--- src/rtl/fir_pkg.sv ---
// ---------------------------------------------------------------------------
// fir_pkg
// Shared definitions for the FIR stream controller:
//   - default sample width, input FIFO depth and watchdog limit
//   - sample typedef at the default width
//   - FSM state encoding used by fir_stream_ctrl
// ---------------------------------------------------------------------------
package fir_pkg;

    localparam int DEF_WIDTH   = 16;
    localparam int DEF_DEPTH   = 4;
    localparam int DEF_TIMEOUT = 64;

    typedef logic [DEF_WIDTH-1:0] sample_t;

    typedef enum logic [2:0] {
        ST_IDLE      = 3'd0,
        ST_ISSUE     = 3'd1,
        ST_WAIT_DONE = 3'd2,
        ST_HOLD_OUT  = 3'd3,
        ST_WAIT_LOW  = 3'd4
    } fir_state_e;

endpackage

--- src/rtl/fir_sample_fifo.sv ---
// ---------------------------------------------------------------------------
// fir_sample_fifo
// Small first-word-fall-through sample FIFO with a registered head.
// The head register always holds the oldest entry, so a sample written into
// an empty FIFO is visible on rd_data_o in the following cycle.
//
// Ports:
//   clock      system clock, rising edge
//   reset      synchronous active-low reset (empties the FIFO)
//   wr_en_i    write request; ignored while full
//   wr_data_i  sample to write
//   rd_en_i    pop request; ignored while empty
//   rd_data_o  oldest entry (registered), valid while !empty_o
//   full_o     DEPTH entries stored
//   empty_o    no entries stored
// ---------------------------------------------------------------------------
module fir_sample_fifo #(
    parameter int WIDTH = 16,
    parameter int DEPTH = 4
) (
    input  logic             clock,
    input  logic             reset,
    input  logic             wr_en_i,
    input  logic [WIDTH-1:0] wr_data_i,
    input  logic             rd_en_i,
    output logic [WIDTH-1:0] rd_data_o,
    output logic             full_o,
    output logic             empty_o
);

    localparam int AW = (DEPTH > 1) ? $clog2(DEPTH) : 1;
    localparam int CW = AW + 1;
    localparam logic [CW-1:0] FULL_COUNT = DEPTH[CW-1:0];

    logic [WIDTH-1:0] mem_q [DEPTH];
    logic [AW-1:0]    wr_ptr_q, wr_ptr_d;
    logic [AW-1:0]    rd_ptr_q, rd_ptr_d;
    logic [CW-1:0]    count_q, count_d;
    logic [WIDTH-1:0] head_q, head_d;
    logic             push;
    logic             pop;

    assign full_o    = (count_q == FULL_COUNT);
    assign empty_o   = (count_q == '0);
    assign rd_data_o = head_q;

    always_comb begin
        push     = wr_en_i && !full_o;
        pop      = rd_en_i && !empty_o;
        wr_ptr_d = wr_ptr_q;
        rd_ptr_d = rd_ptr_q;
        count_d  = count_q;
        if (push) begin
            wr_ptr_d = wr_ptr_q + AW'(1);
        end
        if (pop) begin
            rd_ptr_d = rd_ptr_q + AW'(1);
        end
        case ({push, pop})
            2'b10:   count_d = count_q + CW'(1);
            2'b01:   count_d = count_q - CW'(1);
            default: count_d = count_q;
        endcase
        // The next head is the slot at the next read pointer; when that slot
        // is being written this cycle the array still holds stale data, so
        // forward the incoming sample instead.
        if (push && (wr_ptr_q == rd_ptr_d)) begin
            head_d = wr_data_i;
        end else begin
            head_d = mem_q[rd_ptr_d];
        end
    end

    always_ff @(posedge clock) begin
        if (!reset) begin
            wr_ptr_q <= '0;
            rd_ptr_q <= '0;
            count_q  <= '0;
            head_q   <= '0;
        end else begin
            wr_ptr_q <= wr_ptr_d;
            rd_ptr_q <= rd_ptr_d;
            count_q  <= count_d;
            head_q   <= head_d;
        end
    end

    // Storage carries no reset; occupancy is tracked by count_q alone.
    always_ff @(posedge clock) begin
        if (push) begin
            mem_q[wr_ptr_q] <= wr_data_i;
        end
    end

endmodule

--- src/rtl/fir_stream_ctrl.sv ---
// ---------------------------------------------------------------------------
// fir_stream_ctrl
// Streams host samples through an external FIR engine one at a time:
// buffers input samples, launches the filter with a one-cycle start pulse,
// captures the result, holds it until the consumer accepts it, and guards
// each computation with a watchdog.
//
// Ports:
//   clock, reset                 system clock / synchronous active-low reset
//   in_valid, in_ready, in_data  host sample stream into the input FIFO
//   fir_start, fir_in_sample     launch pulse and operand to the filter
//   fir_done, fir_out_sample     filter completion level and result
//   out_valid, out_ready, out_data  filtered sample stream to the consumer
//   busy                         FSM not in IDLE
//   timeout_err                  sticky watchdog error
//   sample_count                 completed samples, wraps at 16 bits
// ---------------------------------------------------------------------------
module fir_stream_ctrl
    import fir_pkg::*;
#(
    parameter int WIDTH   = DEF_WIDTH,
    parameter int DEPTH   = DEF_DEPTH,
    parameter int TIMEOUT = DEF_TIMEOUT
) (
    input  logic             clock,
    input  logic             reset,
    input  logic             in_valid,
    output logic             in_ready,
    input  logic [WIDTH-1:0] in_data,
    output logic             fir_start,
    output logic [WIDTH-1:0] fir_in_sample,
    input  logic             fir_done,
    input  logic [WIDTH-1:0] fir_out_sample,
    output logic             out_valid,
    input  logic             out_ready,
    output logic [WIDTH-1:0] out_data,
    output logic             busy,
    output logic             timeout_err,
    output logic [15:0]      sample_count
);

    // The fir_start cycle (ISSUE) is the first watchdog cycle, so the error
    // is raised on the WAIT_DONE cycle whose count is TIMEOUT-2; timeout_err
    // then rises exactly TIMEOUT cycles after fir_start.
    localparam int WDW = (TIMEOUT > 2) ? $clog2(TIMEOUT) : 1;
    localparam logic [WDW-1:0] WD_LIMIT = WDW'(TIMEOUT - 2);

    fir_state_e       state_q;
    logic             fir_start_q;
    logic [WIDTH-1:0] fir_in_sample_q;
    logic             out_valid_q;
    logic [WIDTH-1:0] out_data_q;
    logic             busy_q;
    logic             timeout_err_q;
    logic [15:0]      sample_count_q;
    logic [WDW-1:0]   watchdog_q;

    logic             fifo_full;
    logic             fifo_empty;
    logic [WIDTH-1:0] fifo_head;
    logic             launch;

    // A new computation may only begin once the filter has dropped fir_done,
    // which also covers the case where reset released mid-computation.
    assign launch = (state_q == ST_IDLE) && !fifo_empty && !out_valid_q && !fir_done;

    fir_sample_fifo #(
        .WIDTH (WIDTH),
        .DEPTH (DEPTH)
    ) u_fifo (
        .clock     (clock),
        .reset     (reset),
        .wr_en_i   (in_valid),
        .wr_data_i (in_data),
        .rd_en_i   (launch),
        .rd_data_o (fifo_head),
        .full_o    (fifo_full),
        .empty_o   (fifo_empty)
    );

    always_ff @(posedge clock) begin
        if (!reset) begin
            state_q         <= ST_IDLE;
            fir_start_q     <= 1'b0;
            fir_in_sample_q <= '0;
            out_valid_q     <= 1'b0;
            out_data_q      <= '0;
            busy_q          <= 1'b0;
            timeout_err_q   <= 1'b0;
            sample_count_q  <= '0;
            watchdog_q      <= '0;
        end else begin
            fir_start_q <= 1'b0;
            case (state_q)
                ST_IDLE: begin
                    if (launch) begin
                        fir_in_sample_q <= fifo_head;
                        fir_start_q     <= 1'b1;
                        busy_q          <= 1'b1;
                        state_q         <= ST_ISSUE;
                    end
                end
                ST_ISSUE: begin
                    watchdog_q <= '0;
                    state_q    <= ST_WAIT_DONE;
                end
                ST_WAIT_DONE: begin
                    if (fir_done) begin
                        out_data_q     <= fir_out_sample;
                        out_valid_q    <= 1'b1;
                        sample_count_q <= sample_count_q + 16'd1;
                        state_q        <= ST_HOLD_OUT;
                    end else if (watchdog_q == WD_LIMIT) begin
                        timeout_err_q <= 1'b1;
                        state_q       <= ST_WAIT_LOW;
                    end else begin
                        watchdog_q <= watchdog_q + WDW'(1);
                    end
                end
                ST_HOLD_OUT: begin
                    if (out_ready) begin
                        out_valid_q <= 1'b0;
                        state_q     <= ST_WAIT_LOW;
                    end
                end
                ST_WAIT_LOW: begin
                    if (!fir_done) begin
                        busy_q  <= 1'b0;
                        state_q <= ST_IDLE;
                    end
                end
                default: begin
                    busy_q  <= 1'b0;
                    state_q <= ST_IDLE;
                end
            endcase
        end
    end

    assign in_ready      = !fifo_full;
    assign fir_start     = fir_start_q;
    assign fir_in_sample = fir_in_sample_q;
    assign out_valid     = out_valid_q;
    assign out_data      = out_data_q;
    assign busy          = busy_q;
    assign timeout_err   = timeout_err_q;
    assign sample_count  = sample_count_q;

endmodule

--- config.mk ---
export PLATFORM = sky130hd
export DESIGN_NAME = fir_stream_ctrl
export DESIGN_NICKNAME = d
export VERILOG_FILES = /design/src/rtl/fir_pkg.sv /design/src/rtl/fir_sample_fifo.sv /design/src/rtl/fir_stream_ctrl.sv
export SDC_FILE = /design/constraint.sdc
export NUM_CORES = 1
export LEC_CHECK = 0
export ABC_AREA = 1
export CAP_MARGIN = 10
export CORE_UTILIZATION = 51
export CTS_BUF_LIST = sky130_fd_sc_hd__clkbuf_4 sky130_fd_sc_hd__clkbuf_8
export CTS_CLUSTER_SIZE = 14
export DETAILED_ROUTE_END_ITERATION = 8
export GPL_ROUTABILITY_DRIVEN = 0
export GPL_TIMING_DRIVEN = 0
export PLACE_DENSITY = 0.78
export SLEW_MARGIN = 20
export SYNTH_ARGS = -nofsm -noshare
export SYNTH_HDL_FRONTEND = slang
export SYNTH_SLANG_ARGS = --single-unit
--- constraint.sdc ---
create_clock -name clock -period 2.3 [get_ports clock]
set_input_delay 0.46 -clock clock [delete_from_list [all_inputs] [get_ports clock]]
set_output_delay 0.46 -clock clock [all_outputs]
set_load 0.005 [all_outputs]
==> metrics.cfg <==
[outcome]
status=finished clean

[worst_setup_path]
start_kind=primary input
r2r_setup_slack_ps=170
rr_worst_depth=13
r2r_end=u_fifo.count_q[2]$_SDFFE_PN0P_
crit_required_ps=2650
startpoint=fir_done
path_class=primary input to flop
cp_max_fo=10
worstSetupEndpointType=flop
endpoint=u_fifo.count_q[2]$_SDFFE_PN0P_
arrival_ps=2520
r2r-start=state_q[2]$_SDFFE_PN0P_

[synthesis]
synth_fp_nets=755
synth-seq-area-share_pct=57.67
synth_area_um2=6248
avgSynthCellArea_um2=8.813
synth_top_family_by_area=simple AND/OR/NAND/NOR gates
ys_warn_count=0
syn_inst=709
synth_ff_type=dfxtp_1
ys_async_sr_fraction_pct=0
synth_compound_area_share_pct=8.090
yosys.area_share.simple_pct=23.57
synthAdderAreaFrac_pct=1.922
synthMuxAreaShare_pct=0
synthXorXnorAreaFrac_pct=0.5607
yosys_register_bits=148
synth_edf_count=64
synth.distinct_cells=39

[clock_network]
hold_buffers=0
cts_buffers=17
cts.sinks=148
root_buffer=clkbuf_8
htreeDepth=4
clockBufferDepth=2
cts_tree=yes
clk_pin_slew_ps=80
clock_latency_ps=450

[power]
ir_worst_vdd_mv=0.4749
pwr-share-seq_pct=39.9
p_sw_mw=3.108
power_density_nw_per_um2=1124
p_clk_share_pct=22.7
pwr-share-comb_pct=37.5
power_leakage_nw=3.154
swShare_pct=35.51
p_int_mw=5.646

[grt]
grt_max_degree=18
grt_use_total_pct=24.67
antenna_found_initial=0
grt_pass1_wl_um=23980
grt_pass1_vias=5063
grt-ovfl-total=0

[cells_and_area]
n_antenna_cell=0
layout-drive-gt1-share_pct=8.753
layout_common_cells=nor2_1 (132), nand2_1 (105), clkdlybuf4s50_1 (88)
area_delta_synth_final_pct=24.69
mostFrequentLayoutCell=nor2_1
nets=867

[detailed_routing]
dr_total_vias=5112
drt_wl_total_um=14760
viasPerCell=5.211
drt-initial-drc-count=398
drt-pass1-iter-count=7
wl_met1_um=6074
wire_per_inst_um=15.04
drc_errors=0
top_layer=met4
route.met2.wl_um=7136
ant_nets=0
wl_met3_um=1187

[die]
coreArea_um2=11960
die_x_um=112.7
io_pins=90
die_h_um=112.7
start_util_pct=52.24
rows=40
dieArea_um2=12700

[sta]
relSlewSlack_pct=39.75
finalWorstSetupSlack_ps=130.7
max_freq_ghz=0.4610
fin_crit_sh_pct=94.32
finalWorstPathRequiredPeriod_ps=2169
timing_hold_violations_final=0
finalSetupViolCount=0
tns_ps=0
tightest_slew_ps=902.8
fin_skew_ps=12.45
drv_slew=0
rsz0062_at_grt=no

[hold_path]
hold_path_class=flop to flop

[run]
max_cap_viol_count=0

[placed_design]
dpl.hpwl_um=10550
port-buffer-count=88
pre_cts_ws_ps=-829.9

## synthesized netlist by cell type, types with 2 or more instances
| cell | number | area share, % |
|---|---|---|
| a21oi_1 | 28 | 2.2 |
| buf_1 | 2 | 0.12 |
| buf_2 | 7 | 0.56 |
| buf_4 | 2 | 0.24 |
| buf_6 | 6 | 1.1 |
| clkbuf_1 | 11 | 0.66 |
| clkinv_1 | 2 | 0.12 |
| dfxtp_1 | 84 | 27 |
| edfxtp_1 | 64 | 31 |
| ha_1 | 8 | 1.6 |
| inv_1 | 85 | 5.1 |
| inv_2 | 5 | 0.30 |
| nand2_1 | 106 | 6.4 |
| nand2_2 | 6 | 0.60 |
| nand3_1 | 39 | 3.1 |
| nand3_2 | 3 | 0.48 |
| nand3b_1 | 16 | 1.9 |
| nand4_1 | 4 | 0.40 |
| nor2_1 | 137 | 8.2 |
| nor2_4 | 2 | 0.36 |
| nor3_1 | 8 | 0.64 |
| nor3b_1 | 2 | 0.24 |
| o21a_1 | 2 | 0.24 |
| o21ai_0 | 48 | 3.8 |
| o21ai_1 | 16 | 1.3 |
| xnor2_1 | 2 | 0.28 |
| xor2_1 | 2 | 0.28 |
## cell families after synthesis
group	after synthesis
AND/OR/NAND/NOR	330
XOR/XNOR	4
flip-flops	148
adder cells (fa/ha/maj)	9
AO/OA/AOI/OAI	98
buffers and inverters	120
## registers in the layout, indices dropped and copies added, names as in the netlist, 3 cells and up
name,count
u_fifo.mem_q,64
fir_in_sample,16
out_data,16
sample_count,16
u_fifo.rd_data_o,16
watchdog_q,6
state_q,3
u_fifo.count_q,3
## worst min-delay path by stage
stage                     depth (start not counted)                            from                              to  slack [ps]
after global routing                              2        timeout_err$_SDFFE_PN0P_        timeout_err$_SDFFE_PN0P_         510
after CTS                                         2        timeout_err$_SDFFE_PN0P_        timeout_err$_SDFFE_PN0P_         480
after floorplan                                   1  u_fifo.count_q[0]$_SDFFE_PN0P_  u_fifo.count_q[0]$_SDFFE_PN0P_         440
after detailed placement                          2        timeout_err$_SDFFE_PN0P_        timeout_err$_SDFFE_PN0P_         460
final                                             2        timeout_err$_SDFFE_PN0P_        timeout_err$_SDFFE_PN0P_         480
after global placement                            2        timeout_err$_SDFFE_PN0P_        timeout_err$_SDFFE_PN0P_         450
## timing repair
item | CTS | global route
setup endpoints to repair | 2 | 1
pin swaps | 0 | 2
resized for setup | 3 | 9
setup buffers | 1 | 2
## per-stage QoR
stage               hold slack, ps  std cells  utilization (%)  area, µm²  power (mW)
CTS                          481.9        979            64.82       7754       8.675
finish                       475.7        981            65.14       7791       8.754
global placement             454.8        944            61.16       7316       6.538
floorplan                    443.5        709                -       6251       5.534
global route                 507.4        981            65.14       7791       9.272
detailed placement           464.3        947            61.56       7363       6.699
## power groups by stage
stage / Sequential, mW / Combinational [mW] / Clock [mW]
finish: 3.49 / 3.28 / 1.99
global route: 3.54 / 3.61 / 2.12
CTS: 3.49 / 3.18 / 2.00
detailed placement: 3.54 / 3.16 / 0
global placement: 3.53 / 3.01 / 0
floorplan: 3.51 / 2.02 / 0
## per-layer routing
layer | global-route usage, % | vias to the layer above
met5 | 0 | -
met4 | 11.47 | 0
met3 | 6.213 | 36
met2 | 42.63 | 248
met1 | 28.90 | 2315
li1 | - | 2513
## critical path, cell delays in order
cell	delay [ps]
clkdlybuf4s50_1	500
nor2_4	170
nand3_4	110
buf_6	160
clkinv_4	60
ha_1	140
inv_1	70
fa_1	390
a21oi_1	150
o21ai_1	100
o21ai_1	160
a21oi_1	50
## area by class of cell
cell class,count,area [µm²]
timing repair buffer,94,940.9
buffer,27,167.7
clock inverter,14,141.4
inverter,92,350.3
fill,983,4170
sequential,148,3605
clock buffer,18,241.5
tap,147,183.9
multi-input combinational,441,2161
No activity file was read; power rests on OpenSTA's default activity.
==> RTL change 1, RTL diff (same flow settings) <==
Register the output `sample_count` once more, cleared by the reset; this adds one clock of latency there. The other outputs are not delayed to match.
--- a/src/rtl/fir_stream_ctrl.sv
+++ b/src/rtl/fir_stream_ctrl.sv
@@ -144,7 +144,13 @@
     assign out_data      = out_data_q;
     assign busy          = busy_q;
     assign timeout_err   = timeout_err_q;
-    assign sample_count  = sample_count_q;
+    always_ff @(posedge clock) begin
+        if (!reset) begin
+            sample_count <= '0;
+        end else begin
+            sample_count <= sample_count_q;
+        end
+    end
 
 endmodule
 
Formal check against the unedited RTL: not equivalent (a bounded check fails within 10 cycles, from zero or initial values and one cycle with reset low).
==> RTL change 1 against the unedited design <==
  * Worst setup slack better by 0.045 ns
  * Routed wire length is 0.60% lower
  * Cell area is 8.5% higher
  * Sequential power is 7.7% higher
  * Sequential cell count is 16 higher
  * Cell count is 11% higher
  * Synthesized area is 10% higher
  * Worst hold slack worse by 0.030 ns
  * Fmax is 2.1% higher
  * Critical path depth is 1 higher
  * Clock skew is 0.0033 ns lower
  * Total power is 3.4% higher
  * First-iteration DRC count is 2.8% higher
==> RTL change 1: results (changes against the unedited design) <==
# fillers: 1094 (+11%)
Met2 global-route usage: 34.52% (-8.1 points)
GR Util met3: 5.164% (-1.0 points)
Largest net degree at the start of global routing: 17 (-1)
Gr usage total: 22.12% (-2.5 points)
VDD IR max: 0.4161 mV (-12%)
Pint: 5.850 mW (+3.6%)
Status: finished, final reports clean
Top cells by area, synth: dfxtp_1 (29%), edfxtp_1 (28%), nor2_1 (7.0%), inv_1 (6.4%), nand2_1 (6.4%)
Crit-path max FO: 11 (+1)
Layout cell share with drive strength beyond 1: 9.978% (+1.2 points)
Drt wl/cell: 13.47 um (-10%)
1st-pass router iterations: 5 (-2)
Largest stage delay on the critical path: 0.35 ns (-0.15 ns)
Syn_nets: 834 (+10%)
Number of global-route vias before repair: 4754 (-6.1%)
WL met3: 958 um (-19%)
Metal-1 WL: 6654 um (+9.5%)
Setup Buffers After CTS: 2 (+1)
Cells resized by post-CTS repair: 5 (+2)
Critical-path top delay cell: dfxtp_1
Static Leak: 3.643 nW (+15%)
P per Cell Area: 1071 nW/um^2 (-4.7%)
Seq/Total Area, Yosys: 57.00% (-0.67 points)
Relative slew slack: 38.61% (-1.1 points)
## RTL change 1: cell types whose count changed in the layout (fill, tap and decap cells not counted), sizes merged, moves of 5 or more
cell / change
nor3: -5
o21ai: -13
inv: +34
nand2: +16
dfxtp: +16
nand3: +38
## RTL change 1: metrics by stage
stage	hold slack, ns	setup slack [ns]	std cells	setup TNS (ns)	area [um^2]
after floorplan	0.4071	0.01816	788	0	6889
after global placement	0.4260	-0.8520	1053	-37.85	8000
after detailed placement	0.4333	-0.8656	1056	-5.361	8048
after CTS	0.4401	0.1232	1089	0	8457
after global routing	0.4721	0.06403	1088	0	8448
final	0.4459	0.1761	1089	0	8451
## RTL change 1: layout make-up
type                            instances  area (um^2)  share of cell area, %
Multi-Input combinational cell        468         2357                  27.89
Buffer                                 29        141.4                  1.673
Sequential cell                       164         3924                  46.43
Antenna cell                            1        2.502                0.02961
Inverter                              125        474.2                  5.611
Tap cell                              176        220.2                  2.606
Clock inverter                         10        105.1                  1.244
Clock buffer                           22        284.0                  3.361
Timing Repair Buffer                   94        942.2                  11.15
## RTL change 1: kinds of logic after synthesis
group                      after synthesis  share of synthesized area [%]
AOI/OAI and AO/OA                       81                          6.089
xor gates and xnor gates                 4                         0.5090
adders and majority gates                9                          1.745
buffers and inverters                  156                          9.015
DFF                                    164                          57.00
and+or+nand+nor                        374                          25.65
## RTL change 1: worst paths after layout
path,from,to,slack (ns),cells after the start
worst min-delay path,sample_count_q[14],sample_count[14],0.45,2
worst max-delay path,state_q[2],u_fifo.rd_data_o[14],0.18,13
worst min register to register,sample_count_q[14],sample_count[14],0.45,2
worst max register to register,state_q[2],u_fifo.rd_data_o[14],0.18,13
==> RTL change 2, RTL diff (config.mk and constraints unchanged) <==
Without the edit above. `DEF_DEPTH`: 4 -> 2.
--- a/src/rtl/fir_pkg.sv
+++ b/src/rtl/fir_pkg.sv
@@ -8,7 +8,7 @@
 package fir_pkg;
 
     localparam int DEF_WIDTH   = 16;
-    localparam int DEF_DEPTH   = 4;
+    localparam int DEF_DEPTH   = 2;
     localparam int DEF_TIMEOUT = 64;
 
     typedef logic [DEF_WIDTH-1:0] sample_t;
Formal check against the unedited RTL: not equivalent (Yosys sat finds a counterexample within 4 cycles, from zero or initial values and one cycle with reset low).
==> RTL change 2 against the unedited design <==
  * Total power decreased by 13%
  * Synthesized area decreased by 24%
  * Worst setup slack improved by 0.15 ns
  * Routed wire length decreased by 22%
  * Clock skew decreased by 0.0040 ns
  * Critical path depth unchanged
  * Utilization increased by 6.1 points
  * Via count decreased by 18%
  * Sequential power decreased by 21%
  * Largest cell class unchanged
  * Cell area decreased by 19%
  * Combinational power decreased by 26%
  * Sequential cell count decreased by 35
==> RTL change 2: results (changes against the unedited design) <==
Status: finished, final reports clean
Dpl ws: -0.6192 ns (+0.2107 ns)
Static Leak: 2.539 nW (-20%)
ANT nets after route: 0 (unchanged)
Crit path DAT: 2.38 ns (-0.14 ns)
Routed WL: 11470 um (-22%)
Clk pwr share: 31.8% (+9.1 points)
Hold Startpoint: timeout_err
Diode count: 0 (unchanged)
Synth async-reset ratio: 0% (unchanged)
Combinational Power Share: 32.0% (-5.5 points)
Placed cell count: 771 (-19%)
Max reg flops: 32 (-50%)
Gr usage total: 25.22% (+0.55 points)
Worst-Margin Slew: 0.6362 ns (-0.2666 ns)
First-pass GRT wire length: 19060 um (-21%)
Top cells by area, synth: dfxtp_1 (34%), edfxtp_1 (20%), nor2_1 (10%), nand2_1 (7.6%), o21ai_0 (4.9%)
P_comb: 2.43 mW (-26%)
Crit-path max FO: 17 (+7)
Clk root buf: clkbuf_8
Cells after Synth: 572 (-19%)
Largest net degree at the start of global routing: 17 (-1)
VDD IR max: 0.7680 mV (+62%)
Setup Buffers After CTS: 0 (-1)
Syn_nets: 613 (-19%)
Layout net count: 721 (-17%)
Count of cell types in the netlist: 35 (-10%)
Hold Path Class: reg2reg
GR Util met3: 6.525% (+0.31 points)
Worst reg2reg setup slack: 0.39 ns (+0.22 ns)
# fillers: 681 (-31%)
Worst R2R End: u_fifo.count_q[1]
Area leader, netlist: dfxtp_1
Crit path time final: 2.016 ns (-0.1534 ns)
Dpl cell area: 5823 um^2 (-21%)
Layout cell share with drive strength beyond 1: 10.25% (+1.5 points)
Pint: 5.123 mW (-9.3%)
Clock Skews: 0.008477 ns (-0.003973 ns)
1st-pass router iterations: 6 (-1)
Met2 global-route usage: 46.15% (+3.5 points)
Initial DRC Count: 221 (-44%)
Commonest cells post-synth: nor2_1 (127), nand2_1 (96), dfxtp_1 (81), o21ai_0 (47), inv_1 (42)
Worst R2R Path Depth: 9 (-4)
Number of global-route vias before repair: 4233 (-16%)
Seq/Total Area, Yosys: 54.19% (-3.5 points)
DP Wirelength: 7978 um (-24%)
Met1 GRT Util: 26.91% (-2.0 points)
Hold Path Cell Cnt: 2 (unchanged)
Latest clock arrival within the worst-skew pair: 0.43 ns (-0.02 ns)
Vias per cell: 5.263 (+1.0%)
Drt wl/cell: 14.32 um (-4.8%)
CTS buffer count: 17 (unchanged)
Hold slack final: 0.4843 ns (+0.008622 ns)
Port Buffers: 89 (+1.1%)
Number of flops mapped to enable cells by yosys: 32 (-50%)
Num rows: 34 (-15%)
[RTL change 2: cell types whose count changed after synthesis, moves of 10 or more]
cell,delta
inv_1,-43
edfxtp_1,-32
nand4_1,+17
nand3b_1,-16
o21ai_1,-13
nand2_1,-10
nand3_1,-10
nor2_1,-10
nor2_2,+10
[RTL change 2: metal layers]
layer,vias to the layer above,part of all wire (%)
met5,-,0
met1,1917,39
met2,172,52
met4,0,2.2
met3,30,6.7
li1,2097,-
[RTL change 2: critical path: stages]
cell             delay [ns]
clkdlybuf4s50_1        0.45
inv_1                  0.07
nand2_1                0.09
nor2_4                 0.19
nand2_4                0.16
inv_4                  0.20
ha_1                   0.26
inv_1                  0.08
nand2_1                0.06
nor2_1                 0.12
o21ai_0                0.10
a21oi_1                0.13
[RTL change 2: cell families (layout without fill, tap and decap cells)]
kind of cell | after synthesis | count (layout) | share of synthesized area (%)
AND/OR/NAND/NOR | 303 | 303 | 29.67
adder cells (fa/ha/maj) | 4 | 4 | 1.050
buffers and inverters | 70 | 191 | 6.091
AO/OA/AOI/OAI | 80 | 80 | 8.638
XOR/XNOR | 2 | 2 | 0.3676
flip-flops | 113 | 113 | 54.19
[RTL change 2: area by class of cell]
| class | count | area (um^2) | area share (%) |
|---|---|---|---|
| Tap cell | 108 | 135.1 | 2.134 |
| Timing Repair Buffer | 91 | 917.1 | 14.48 |
| Buffer | 20 | 97.59 | 1.541 |
| Multi-Input combinational cell | 389 | 1898 | 29.97 |
| Inverter | 48 | 185.2 | 2.924 |
| Clock buffer | 22 | 290.3 | 4.583 |
| Clock inverter | 10 | 227.7 | 3.595 |
| Sequential cell | 113 | 2582 | 40.77 |
[RTL change 2: what timing repair did]
action	in CTS	in global routing
hold buffers	0	0
cloned	0	0
gates resized for setup	1	1
endpoints found under the setup margin	2	1
